<file path="config.mk">
export PLATFORM = sky130hd
export DESIGN_NAME = cell_regfile_flat
export DESIGN_NICKNAME = d
export VERILOG_FILES = /design/src/rtl/cell_pkg.sv /design/src/rtl/cell_regfile_if.sv /design/src/rtl/cell_commit_ctrl.sv /design/src/rtl/cell_regfile.sv /design/src/flat_wrapper.sv
export SDC_FILE = /design/constraint.sdc
export NUM_CORES = 1
export LEC_CHECK = 0
export BUFFER_PORTS_ARGS = -buffer_cell sky130_fd_sc_hd__buf_2
export CORE_MARGIN = 5
export CORE_UTILIZATION = 50
export DETAILED_ROUTE_END_ITERATION = 12
export PLACE_DENSITY = 0.83
export SYNTH_ARGS = -nofsm -noshare
export SYNTH_HDL_FRONTEND = slang
export SYNTH_HIERARCHICAL = 1
export SYNTH_SLANG_ARGS = --single-unit
</file>
<file path="constraint.sdc">
create_clock -name aclk -period 2.7 [get_ports aclk]
set_clock_uncertainty 0.1 [all_clocks]
set_input_delay 0.54 -clock aclk [delete_from_list [all_inputs] [get_ports aclk]]
set_output_delay 0.54 -clock aclk [all_outputs]
set_load 0.005 [all_outputs]
</file>
<file path="src/rtl/cell_pkg.sv">
// Shared constants for the coprocessor register file: response codes,
// register offsets and CTRL/STATUS bit positions.
package cell_pkg;

  localparam logic [1:0] RESP_OKAY   = 2'd0;
  localparam logic [1:0] RESP_SLVERR = 2'd2;
  localparam logic [1:0] RESP_DECERR = 2'd3;

  localparam logic [7:0] ADDR_CTRL      = 8'h00;
  localparam logic [7:0] ADDR_STATUS    = 8'h04;
  localparam logic [7:0] ADDR_RESULT    = 8'h08;
  localparam logic [7:0] ADDR_CYCLES    = 8'h0C;
  localparam logic [7:0] ADDR_COEF_BASE = 8'h10;

  localparam logic [5:0] WORD_CTRL   = ADDR_CTRL[7:2];
  localparam logic [5:0] WORD_STATUS = ADDR_STATUS[7:2];
  localparam logic [5:0] WORD_RESULT = ADDR_RESULT[7:2];
  localparam logic [5:0] WORD_CYCLES = ADDR_CYCLES[7:2];
  localparam logic [5:0] WORD_COEF   = ADDR_COEF_BASE[7:2];

  localparam int CTRL_START    = 0;
  localparam int CTRL_COMMIT   = 1;
  localparam int STATUS_BUSY   = 0;
  localparam int STATUS_COMMIT = 1;
  localparam int STATUS_START  = 2;
  localparam int STATUS_DONE   = 3;

  typedef enum logic [2:0] {
    REG_CTRL,
    REG_STATUS,
    REG_RESULT,
    REG_CYCLES,
    REG_COEF,
    REG_NONE
  } reg_sel_e;

  // Word index of a byte address; the two LSBs never select anything.
  function automatic logic [5:0] word_of(input logic [7:0] addr);
    return addr[7:2];
  endfunction

endpackage

</file>
<file path="src/rtl/cell_regfile_if.sv">
// Single-beat request/response channel between the AXI-Lite front-end
// (master) and the register file (slave).
interface cell_regfile_if #(
  parameter int DATA_WIDTH = 32
);

  logic                    req_valid;
  logic                    req_ready;
  logic                    req_write;
  logic [7:0]              req_addr;
  logic [DATA_WIDTH-1:0]   req_wdata;
  logic [DATA_WIDTH/8-1:0] req_wstrb;
  logic                    resp_valid;
  logic                    resp_ready;
  logic [DATA_WIDTH-1:0]   resp_rdata;
  logic [1:0]              resp_code;

  modport master (
    output req_valid, req_write, req_addr, req_wdata, req_wstrb, resp_ready,
    input  req_ready, resp_valid, resp_rdata, resp_code
  );

  modport slave (
    input  req_valid, req_write, req_addr, req_wdata, req_wstrb, resp_ready,
    output req_ready, resp_valid, resp_rdata, resp_code
  );

endinterface

</file>
<file path="src/rtl/cell_commit_ctrl.sv">
// Commit/start sequencing against the compute cell busy handshake.
// Commit waits for an idle cell; start additionally waits for the commit.
module cell_commit_ctrl (
  input  logic aclk,
  input  logic aresetn,
  input  logic commit_req,
  input  logic start_req,
  input  logic core_busy,
  output logic commit_pending,
  output logic start_pending,
  output logic commit_apply,
  output logic core_start
);

  logic start_fire;

  assign commit_apply = commit_pending && !core_busy;
  assign start_fire   = start_pending && !commit_pending && !core_busy;

  // A start arriving on the edge that fires the pulse is absorbed into it;
  // a commit arriving while one is applied re-arms so the newer shadow wins.
  always_ff @(posedge aclk) begin
    if (!aresetn) begin
      commit_pending <= 1'b0;
      start_pending  <= 1'b0;
      core_start     <= 1'b0;
    end else begin
      commit_pending <= commit_req || (commit_pending && !commit_apply);
      start_pending  <= start_fire ? 1'b0 : (start_pending || start_req);
      core_start     <= start_fire;
    end
  end

endmodule

</file>
<file path="src/rtl/cell_regfile.sv">
// Coprocessor register file: decode/response, double-buffered coefficients,
// RESULT/done capture. Optional busy-cycle counter: CELL_REGFILE_CYCLE_CNT_EN.
module cell_regfile
  import cell_pkg::*;
#(
  parameter int DATA_WIDTH = 32,
  parameter int NUM_COEF   = 8
) (
  input  logic                           aclk,
  input  logic                           aresetn,
  cell_regfile_if.slave                  bus,
  output logic [NUM_COEF*DATA_WIDTH-1:0] coef_active,
  output logic                           core_start,
  input  logic                           core_busy,
  input  logic                           core_done,
  input  logic [DATA_WIDTH-1:0]          core_result
);

  localparam int STRB_W = DATA_WIDTH / 8;

  logic                  accept;
  logic                  wr;
  logic [5:0]            word;
  reg_sel_e              sel;
  logic [NUM_COEF-1:0]   coef_hit;
  logic [NUM_COEF-1:0]   coef_we;
  logic [DATA_WIDTH-1:0] coef_rd;
  logic [DATA_WIDTH-1:0] status_word;
  logic [DATA_WIDTH-1:0] rsp_data_p0;
  logic [1:0]            rsp_code_p0;
  logic                  start_req;
  logic                  commit_req;
  logic                  done_clr;
  logic                  commit_pending;
  logic                  start_pending;
  logic                  commit_apply;
  logic                  done_q;
  logic [DATA_WIDTH-1:0] result_q;
  logic [DATA_WIDTH-1:0] shadow [NUM_COEF];
  logic                  unused_addr_lsb;
`ifdef CELL_REGFILE_CYCLE_CNT_EN
  logic [DATA_WIDTH-1:0] cycles_q;
`endif

  function automatic logic [DATA_WIDTH-1:0] merge_bytes(
    input logic [DATA_WIDTH-1:0] old_v,
    input logic [DATA_WIDTH-1:0] new_v,
    input logic [STRB_W-1:0]     strb
  );
    logic [DATA_WIDTH-1:0] r;
    r = old_v;
    for (int b = 0; b < STRB_W; b++) begin
      if (strb[b]) r[b*8 +: 8] = new_v[b*8 +: 8];
    end
    return r;
  endfunction

  assign unused_addr_lsb = ^bus.req_addr[1:0];
  assign bus.req_ready   = !bus.resp_valid;
  assign accept          = bus.req_valid && bus.req_ready;
  assign wr              = accept && bus.req_write;
  assign word            = word_of(bus.req_addr);

  // ---- decode: request in cycle N sees register state of cycle N ----
  always_comb begin
    sel      = REG_NONE;
    coef_hit = '0;
    coef_rd  = '0;
    for (int i = 0; i < NUM_COEF; i++) begin
      if (word == WORD_COEF + 6'(i)) begin
        coef_hit[i] = 1'b1;
        coef_rd     = shadow[i];
        sel         = REG_COEF;
      end
    end
    if (word == WORD_CTRL)   sel = REG_CTRL;
    if (word == WORD_STATUS) sel = REG_STATUS;
    if (word == WORD_RESULT) sel = REG_RESULT;
`ifdef CELL_REGFILE_CYCLE_CNT_EN
    if (word == WORD_CYCLES) sel = REG_CYCLES;
`endif
  end

  always_comb begin
    status_word                = '0;
    status_word[STATUS_BUSY]   = core_busy;
    status_word[STATUS_COMMIT] = commit_pending;
    status_word[STATUS_START]  = start_pending;
    status_word[STATUS_DONE]   = done_q;
  end

  always_comb begin
    rsp_code_p0 = RESP_DECERR;
    rsp_data_p0 = '0;
    start_req   = 1'b0;
    commit_req  = 1'b0;
    done_clr    = 1'b0;
    coef_we     = '0;
    case (sel)
      REG_CTRL: begin
        rsp_code_p0 = RESP_OKAY;
        start_req   = wr && bus.req_wstrb[0] && bus.req_wdata[CTRL_START];
        commit_req  = wr && bus.req_wstrb[0] && bus.req_wdata[CTRL_COMMIT];
      end
      REG_STATUS: begin
        rsp_code_p0 = RESP_OKAY;
        rsp_data_p0 = status_word;
        done_clr    = wr && bus.req_wstrb[0] && bus.req_wdata[STATUS_DONE];
      end
      REG_RESULT: begin
        rsp_code_p0 = bus.req_write ? RESP_SLVERR : RESP_OKAY;
        rsp_data_p0 = result_q;
      end
`ifdef CELL_REGFILE_CYCLE_CNT_EN
      REG_CYCLES: begin
        rsp_code_p0 = bus.req_write ? RESP_SLVERR : RESP_OKAY;
        rsp_data_p0 = cycles_q;
      end
`endif
      REG_COEF: begin
        rsp_code_p0 = RESP_OKAY;
        rsp_data_p0 = coef_rd;
        coef_we     = coef_hit & {NUM_COEF{wr}};
      end
      default: rsp_code_p0 = RESP_DECERR;
    endcase
    if (bus.req_write || rsp_code_p0 != RESP_OKAY) rsp_data_p0 = '0;
  end

  // ---- response stage: held until the front-end consumes it ----
  always_ff @(posedge aclk) begin
    if (!aresetn) begin
      bus.resp_valid <= 1'b0;
      bus.resp_rdata <= '0;
      bus.resp_code  <= RESP_OKAY;
    end else if (accept) begin
      bus.resp_valid <= 1'b1;
      bus.resp_rdata <= rsp_data_p0;
      bus.resp_code  <= rsp_code_p0;
    end else if (bus.resp_valid && bus.resp_ready) begin
      bus.resp_valid <= 1'b0;
    end
  end

  cell_commit_ctrl u_commit_ctrl (
    .aclk           (aclk),
    .aresetn        (aresetn),
    .commit_req     (commit_req),
    .start_req      (start_req),
    .core_busy      (core_busy),
    .commit_pending (commit_pending),
    .start_pending  (start_pending),
    .commit_apply   (commit_apply),
    .core_start     (core_start)
  );

  // ---- register state: shadows, active bank, result capture ----
  always_ff @(posedge aclk) begin
    if (!aresetn) begin
      for (int i = 0; i < NUM_COEF; i++) shadow[i] <= '0;
      coef_active <= '0;
    end else begin
      for (int i = 0; i < NUM_COEF; i++) begin
        if (coef_we[i]) shadow[i] <= merge_bytes(shadow[i], bus.req_wdata, bus.req_wstrb);
        if (commit_apply) coef_active[i*DATA_WIDTH +: DATA_WIDTH] <= shadow[i];
      end
    end
  end

  // A completion on the same edge as a W1C keeps the flag set.
  always_ff @(posedge aclk) begin
    if (!aresetn) begin
      done_q   <= 1'b0;
      result_q <= '0;
    end else begin
      if (core_done) result_q <= core_result;
      done_q <= core_done || (done_q && !done_clr);
    end
  end

`ifdef CELL_REGFILE_CYCLE_CNT_EN
  always_ff @(posedge aclk) begin
    if (!aresetn) begin
      cycles_q <= '0;
    end else if (core_start) begin
      cycles_q <= '0;
    end else if (core_busy && cycles_q != '1) begin
      cycles_q <= cycles_q + 1'b1;
    end
  end
`endif

endmodule

</file>
<file path="src/flat_wrapper.sv">
// flat-port wrapper written by rule: the top's interface ports become plain ports
module cell_regfile_flat import cell_pkg::*;
#(
  parameter int DATA_WIDTH = 32,
  parameter int NUM_COEF   = 8
)
  (aclk, aresetn, coef_active, core_start, core_busy, core_done, core_result, bus_req_valid, bus_req_write, bus_req_addr, bus_req_wdata, bus_req_wstrb, bus_resp_ready, bus_req_ready, bus_resp_valid, bus_resp_rdata, bus_resp_code);
  cell_regfile_if #(.DATA_WIDTH(DATA_WIDTH)) bus_i ();
  input  logic aclk;
  input  logic aresetn;
  output logic [NUM_COEF*DATA_WIDTH-1:0] coef_active;
  output logic core_start;
  input  logic core_busy;
  input  logic core_done;
  input  logic [DATA_WIDTH-1:0] core_result;
  input wire logic [$bits(bus_i.req_valid)-1:0] bus_req_valid;
  input wire logic [$bits(bus_i.req_write)-1:0] bus_req_write;
  input wire logic [$bits(bus_i.req_addr)-1:0] bus_req_addr;
  input wire logic [$bits(bus_i.req_wdata)-1:0] bus_req_wdata;
  input wire logic [$bits(bus_i.req_wstrb)-1:0] bus_req_wstrb;
  input wire logic [$bits(bus_i.resp_ready)-1:0] bus_resp_ready;
  output wire logic [$bits(bus_i.req_ready)-1:0] bus_req_ready;
  output wire logic [$bits(bus_i.resp_valid)-1:0] bus_resp_valid;
  output wire logic [$bits(bus_i.resp_rdata)-1:0] bus_resp_rdata;
  output wire logic [$bits(bus_i.resp_code)-1:0] bus_resp_code;
  assign bus_i.req_valid = bus_req_valid;
  assign bus_i.req_write = bus_req_write;
  assign bus_i.req_addr = bus_req_addr;
  assign bus_i.req_wdata = bus_req_wdata;
  assign bus_i.req_wstrb = bus_req_wstrb;
  assign bus_i.resp_ready = bus_resp_ready;
  assign bus_req_ready = bus_i.req_ready;
  assign bus_resp_valid = bus_i.resp_valid;
  assign bus_resp_rdata = bus_i.resp_rdata;
  assign bus_resp_code = bus_i.resp_code;
  cell_regfile #(.DATA_WIDTH(DATA_WIDTH), .NUM_COEF(NUM_COEF)) u_core (.aclk(aclk), .aresetn(aresetn), .bus(bus_i), .coef_active(coef_active), .core_start(core_start), .core_busy(core_busy), .core_done(core_done), .core_result(core_result));
endmodule
</file>
# Word-level counts from Yosys, hierarchy flattened

Memories as Yosys holds them, arrays and structs flattened.
Index checks and enable logic that the tools add are counted.
Widths: inputs -> output; s select.

Bits in writable memories: 256
Output and inout port bits: 293
Memories kept: 1
Word-level logic and storage cells: 226
Register bits after elaboration: 327

Memory list:

| name          | depth | bits a word | rd ports | clocked after memory_dff | wr ports | line               | RTL |
|---|---|---|---|---|---|---|---|
| u_core.shadow | 8     | 32          | 8        | 0                        | 8        | cell_regfile.sv:39 | `logic [DATA_WIDTH-1:0] shadow [NUM_COEF];` |

Muxes and demuxes: 166
Bitwise gates (word level): 10
Equal/unequal tests: 13
Reduce and logical (&&, ||, !) cells: 27

Operators by type and width:

| cell               | number |
|---|---|
| $mux 8             | 97 |
| $mux 32            | 17 |
| $pmux 32 s3        | 1 |
| $mux 1             | 46 |
| $eq 6x3->1 const B | 4 |
| $eq 6x4->1 const B | 4 |
| $logic_and 1x1->1  | 12 |
| $mux 3             | 3 |
| $and 8x8->8        | 1 |
| $or 1x1->1         | 8 |
| $eq 6x1->1 const B | 1 |
| $eq 6x2->1 const B | 1 |
| $logic_not 6->1    | 1 |
| $logic_not 1->1    | 5 |
| $logic_or 1x1->1   | 4 |
| $pmux 2 s2         | 1 |
| $reduce_bool 2->1  | 2 |
| $eq 3x1->1 const B | 1 |
| $eq 3x2->1 const B | 1 |
| $eq 3x3->1 const B | 1 |
| $logic_not 3->1    | 1 |
| $reduce_or 3->1    | 1 |
| $mux 2             | 1 |
| $reduce_or 2->1    | 1 |
| $not 1->1          | 1 |

# Longest topological paths before layout

Word-level depth: 18
Gate-level depth with buffers: 8
Depth with buffers taken out: 6

# Modules after synthesis

Netlist, hierarchy kept.

By module, submodules not included:

| module           | area an instance (um^2) | instances | seq. area each (um^2) | cells an instance |
|---|---|---|---|---|
| cell_regfile     | 23,959.2                | 1         | 14,173.6              | 2,007 |
| cell_commit_ctrl | 97.6                    | 1         | 60.1                  | 10 |

# Worst setup path before layout

OpenSTA, ideal clock, no wires.

Path type: input -> register
From: in bus_req_addr[4]
To: mem u_core.shadow[7][16], in the netlist u_core/shadow[1][112], enable pin
Data required time: 2.216 ns
Setup time: 0.384 ns
Slack: 0.105 ns
Stages: 4
Buffers on the path: 1
Arrival: 2.111 ns
Cells stage by stage: nor4b_1 nand3_1 clkbuf_1 o21ai_0

RTL lines:

| element         | line               | RTL |
|---|---|---|
| start, declared | flat_wrapper.sv:18 | `input wire logic [$bits(bus_i.req_addr)-1:0] bus_req_addr;` |
| end, declared   | cell_regfile.sv:39 |  |

==> summary.txt <==
Timing
  – Fmax: 464.0 MHz
  – Fin crit period: 2155 ps
  – Final Hold Viols: 0
  – Relative slew margins: 55.05%
  – Period utilization: 79.82%
  – Worst-margin pin slew: 674.2 ps
  – Setup violators final: 0
  – Unrepaired setup endpoints after global routing: no
  – Worst hold margin: 69.42 ps
  – Max Slew Vio Count: 0
  – Final setup TNS: 0 ps

Setup path
  – Crit-path max cell delay: 370 ps
  – R2R setup slack: 540 ps
  – Reg2Reg Depth: 6
  – Crit Path Category: flop to flop
  – CP top delay family: simple AND/OR/NAND/NOR gates
  – Worst path cell trace: nand4b_2 > buf_4 > nor4_4 > buf_12 > nand2_1 > nand2_1
  – Worst reg2reg path endpoint: u_core/shadow[1][10]$_SDFFCE_PN0P_
  – WP buf/inv: 2
  – Slowest-stage cell, CP: dfxtp_1
  – Crit path required time: 2860 ps
  – Worst setup SP type: flop
  – CP endpoint kind: flop
  – FF-to-FF Start: u_core/bus.resp_valid$_SDFFE_PN0P_
  – Arr. time, crit path: 2310 ps
  – Largest fanout on the critical path: 18
  – Most used cell, CP: nand2_1

Synth
  – Synth warn: 6
  – Cells after Synth: 2017
  – Synth Register Bits: 583
  – Syn Area/Cell: 11.93 um^2
  – Seq/Total Area, Yosys: 59.17%
  – Ys flop type: dfxtp_1
  – Number of flops mapped to enable cells by yosys: 256
  – Syn_nets: 2100
  – Synth top area share: 31.96%
  – Mapped Area: 0.02406 mm^2
  – Area contributors post-synth: edfxtp_1, dfxtp_1, mux2i_1
  – Area leader, netlist: edfxtp_1
  – Post-synth ARST share: 0%
  – Yosys cell types: 49

Route
  – Iter 0 DRT Violations: 1653
  – Post-route ant nets: 0
  – Drt first pass iters: 6
  – Routed Wire Length: 74050 um
  – Vias: 17650
  – Via density: 5.746
  – Routed WL per cell: 24.11 um
  – DRC: 0

Status
  – Status: completed

Clocking
  – CTS Hold Bufs: 0
  – Number of setup buffers added after CTS: 0
  – Reg clk slew, reported paths: 60 ps
  – Deepest clock path buffer count: 3
  – Worst-Skew Late Latency: 620 ps
  – Clk sinks: 583
  – Clock buffer count from CTS: 58
  – TritonCTS clock tree: done
  – Post-CTS sizing: 0
  – H-tree Lvls: 2
  – CTS Root Cell: clkbuf_16

Min path
  – Hold EP: u_core/result_q[21]$_SDFFE_PN0P_
  – Min-Delay Path Class: primary input to flop
  – Min-delay src: core_result[21]
  – Hold path cells: 3

Die
  – Row cnt: 80
  – Die width: 229.4 um
  – Chip height: 229.4 um
  – Die area: 0.05260 mm^2
  – Starting Density: 50.49%
  – Core ar.: 0.04765 mm^2
  – # IOs: 376

Power
  – Comb pwr share: 5.2%
  – Leak: 11.50 nW
  – Switching pwr: 4.289 mW
  – Sw Ratio: 22.11%
  – VDD IR max: 0.4808 mV
  – Clock power frac: 45.2%
  – Internal power: 15.11 mW
  – Share of power burned in registers: 49.6%
  – Cell Pwr Density: 659.9 mW/mm^2

Placement
  – Placed Area: 0.02728 mm^2
  – Port buffer count: 373
  – Dpl hpwl: 52610 um
  – Gp weighted congestion: 0.9502
  – Dpl cells: 2950

Global routing
  – Met3 Use GR: 7.877%
  – Largest net degree at the start of global routing: 96
  – Vias in the first global route: 17780
  – M2 GR Usage: 41.68%
  – GRT Max-Usage Layer: met2
  – First-pass GRT wire length: 109800 um
  – Initial antenna violation count: 12
  – Grt total ovfl: 0
  – Gr usage total: 27.03%
  – Met1 usage: 36.50%

Cells and area
  – Final Non-Filler Cells: 3071
  – Syn-to-layout area delta: 22.17%
  – Cell area after layout: 0.02939 mm^2
  – Fin util: 61.68%
  – Final net count: 2478
  – Share of layout cells above drive strength 1: 25.28%

Flow run
  – Max cap viols: 0
-- registers in the layout, summed over array words and instances (netlist names) --
name,count
u_core/done_q,1
u_core/bus.resp_rdata,32
u_core/u_commit_ctrl/commit_pending,1
u_core/bus.resp_code,2
u_core/result_q,32
u_core/u_commit_ctrl/core_start,1
u_core/shadow,256
u_core/u_commit_ctrl/start_pending,1
u_core/bus.resp_valid,1
u_core/coef_active,256
-- Yosys cell counts, drive strengths merged, types with 22 or more instances --
cell type  instances
dfxtp            327
mux2i            320
nor2             293
and2             276
edfxtp           256
clkbuf            83
a21oi             68
buf               68
nand2             55
o21ai             46
mux4              32
a211oi            29
nor3b             22
-- layout by cell type, fill, tap and decap left out, types with 7 or more instances in the layout --
cell type | synthesis | routed
a2111oi_0 | 21 | 21
a211oi_1 | 29 | 29
a21oi_1 | 66 | 66
a31oi_1 | 8 | 8
a32o_1 | 7 | 7
and2_1 | 271 | 271
buf_12 | 0 | 36
buf_2 | 32 | 370
buf_4 | 6 | 63
bufinv_16 | 0 | 12
clkbuf_1 | 83 | 12
clkbuf_16 | 0 | 59
clkinv_2 | 0 | 11
dfxtp_1 | 327 | 327
diode_2 | 0 | 11
edfxtp_1 | 256 | 256
mux2i_1 | 320 | 320
mux4_2 | 32 | 32
nand2_1 | 55 | 55
nor2_1 | 293 | 292
nor3b_1 | 22 | 22
o21ai_0 | 46 | 46
o221ai_1 | 21 | 21
o22a_1 | 21 | 21
or3_1 | 11 | 11
-- metal layers --
metal / vias up / routed length, um
li1: 7978 / -
met1: 8645 / 30250
met2: 852 / 33490
met3: 166 / 7858
met4: 6 / 2399
met5: - / 47
-- stage by stage --
| step | total power [mW] | worst slack (ps) |
|---|---|---|
| floorplan | 10.23 | 104.7 |
| global placement | 10.75 | 15.64 |
| detailed placement | 10.79 | 16.96 |
| CTS | 19.48 | 551.1 |
| global route | 19.95 | 450.7 |
| finish | 19.40 | 545.0 |
-- kinds of logic (layout without fill, tap and decap cells) --
logic type	Yosys count	in the layout	synth area share [%]
flops	583	583	59.17
compound gates	234	234	6.595
mux	352	352	16.31
other cells	0	11	0
buf+inv	155	583	2.772
simple gates	693	693	15.16
-- power groups by stage --
| stage | registers [mW] | clock network (mW) | logic (mW) |
|---|---|---|---|
| 4_1_cts | 9.60 | 8.88 | 1.00 |
| 6_report | 9.61 | 8.77 | 1.01 |
| 3_5_place_dp | 9.79 | 0 | 0.994 |
| 3_3_place_gp | 9.78 | 0 | 0.968 |
| 5_1_grt | 9.62 | 9.25 | 1.07 |
| 2_1_floorplan | 9.71 | 0 | 0.518 |
-- worst max-delay path by stage --
stage	start	end	slack (ps)	cells after the start
after floorplan	bus_req_addr[4]	u_core/shadow[1][112]$_SDFFCE_PN0P_	100	4
after global placement	bus_req_addr[7]	u_core/bus.resp_rdata[11]$_SDFFE_PN0P_	20	6
after detailed placement	bus_req_addr[7]	u_core/bus.resp_rdata[11]$_SDFFE_PN0P_	20	6
after CTS	u_core/bus.resp_valid$_SDFFE_PN0P_	u_core/shadow[1][11]$_SDFFCE_PN0P_	550	6
after global routing	u_core/bus.resp_valid$_SDFFE_PN0P_	u_core/shadow[1][11]$_SDFFCE_PN0P_	450	6
final	u_core/bus.resp_valid$_SDFFE_PN0P_	u_core/shadow[1][10]$_SDFFCE_PN0P_	540	6
-- layout make-up --
class / instances / area [um^2]
clock inverter: 34 / 491.7
tap: 615 / 769.5
sequential: 583 / 14230
timing repair buffer: 469 / 3045
antenna: 11 / 27.53
multi-input combinational: 1279 / 9209
clock buffer: 76 / 1590
inverter: 4 / 22.52
fill: 3722 / 18260
-- worst register-to-register path: stages, from the launching register on --
cell and delay (ps):
dfxtp_1 370, nand4b_2 220, buf_4 210, nor4_4 310
buf_12 190, nand2_1 80, nand2_1 320
Power figures use the tool's default switching activity.
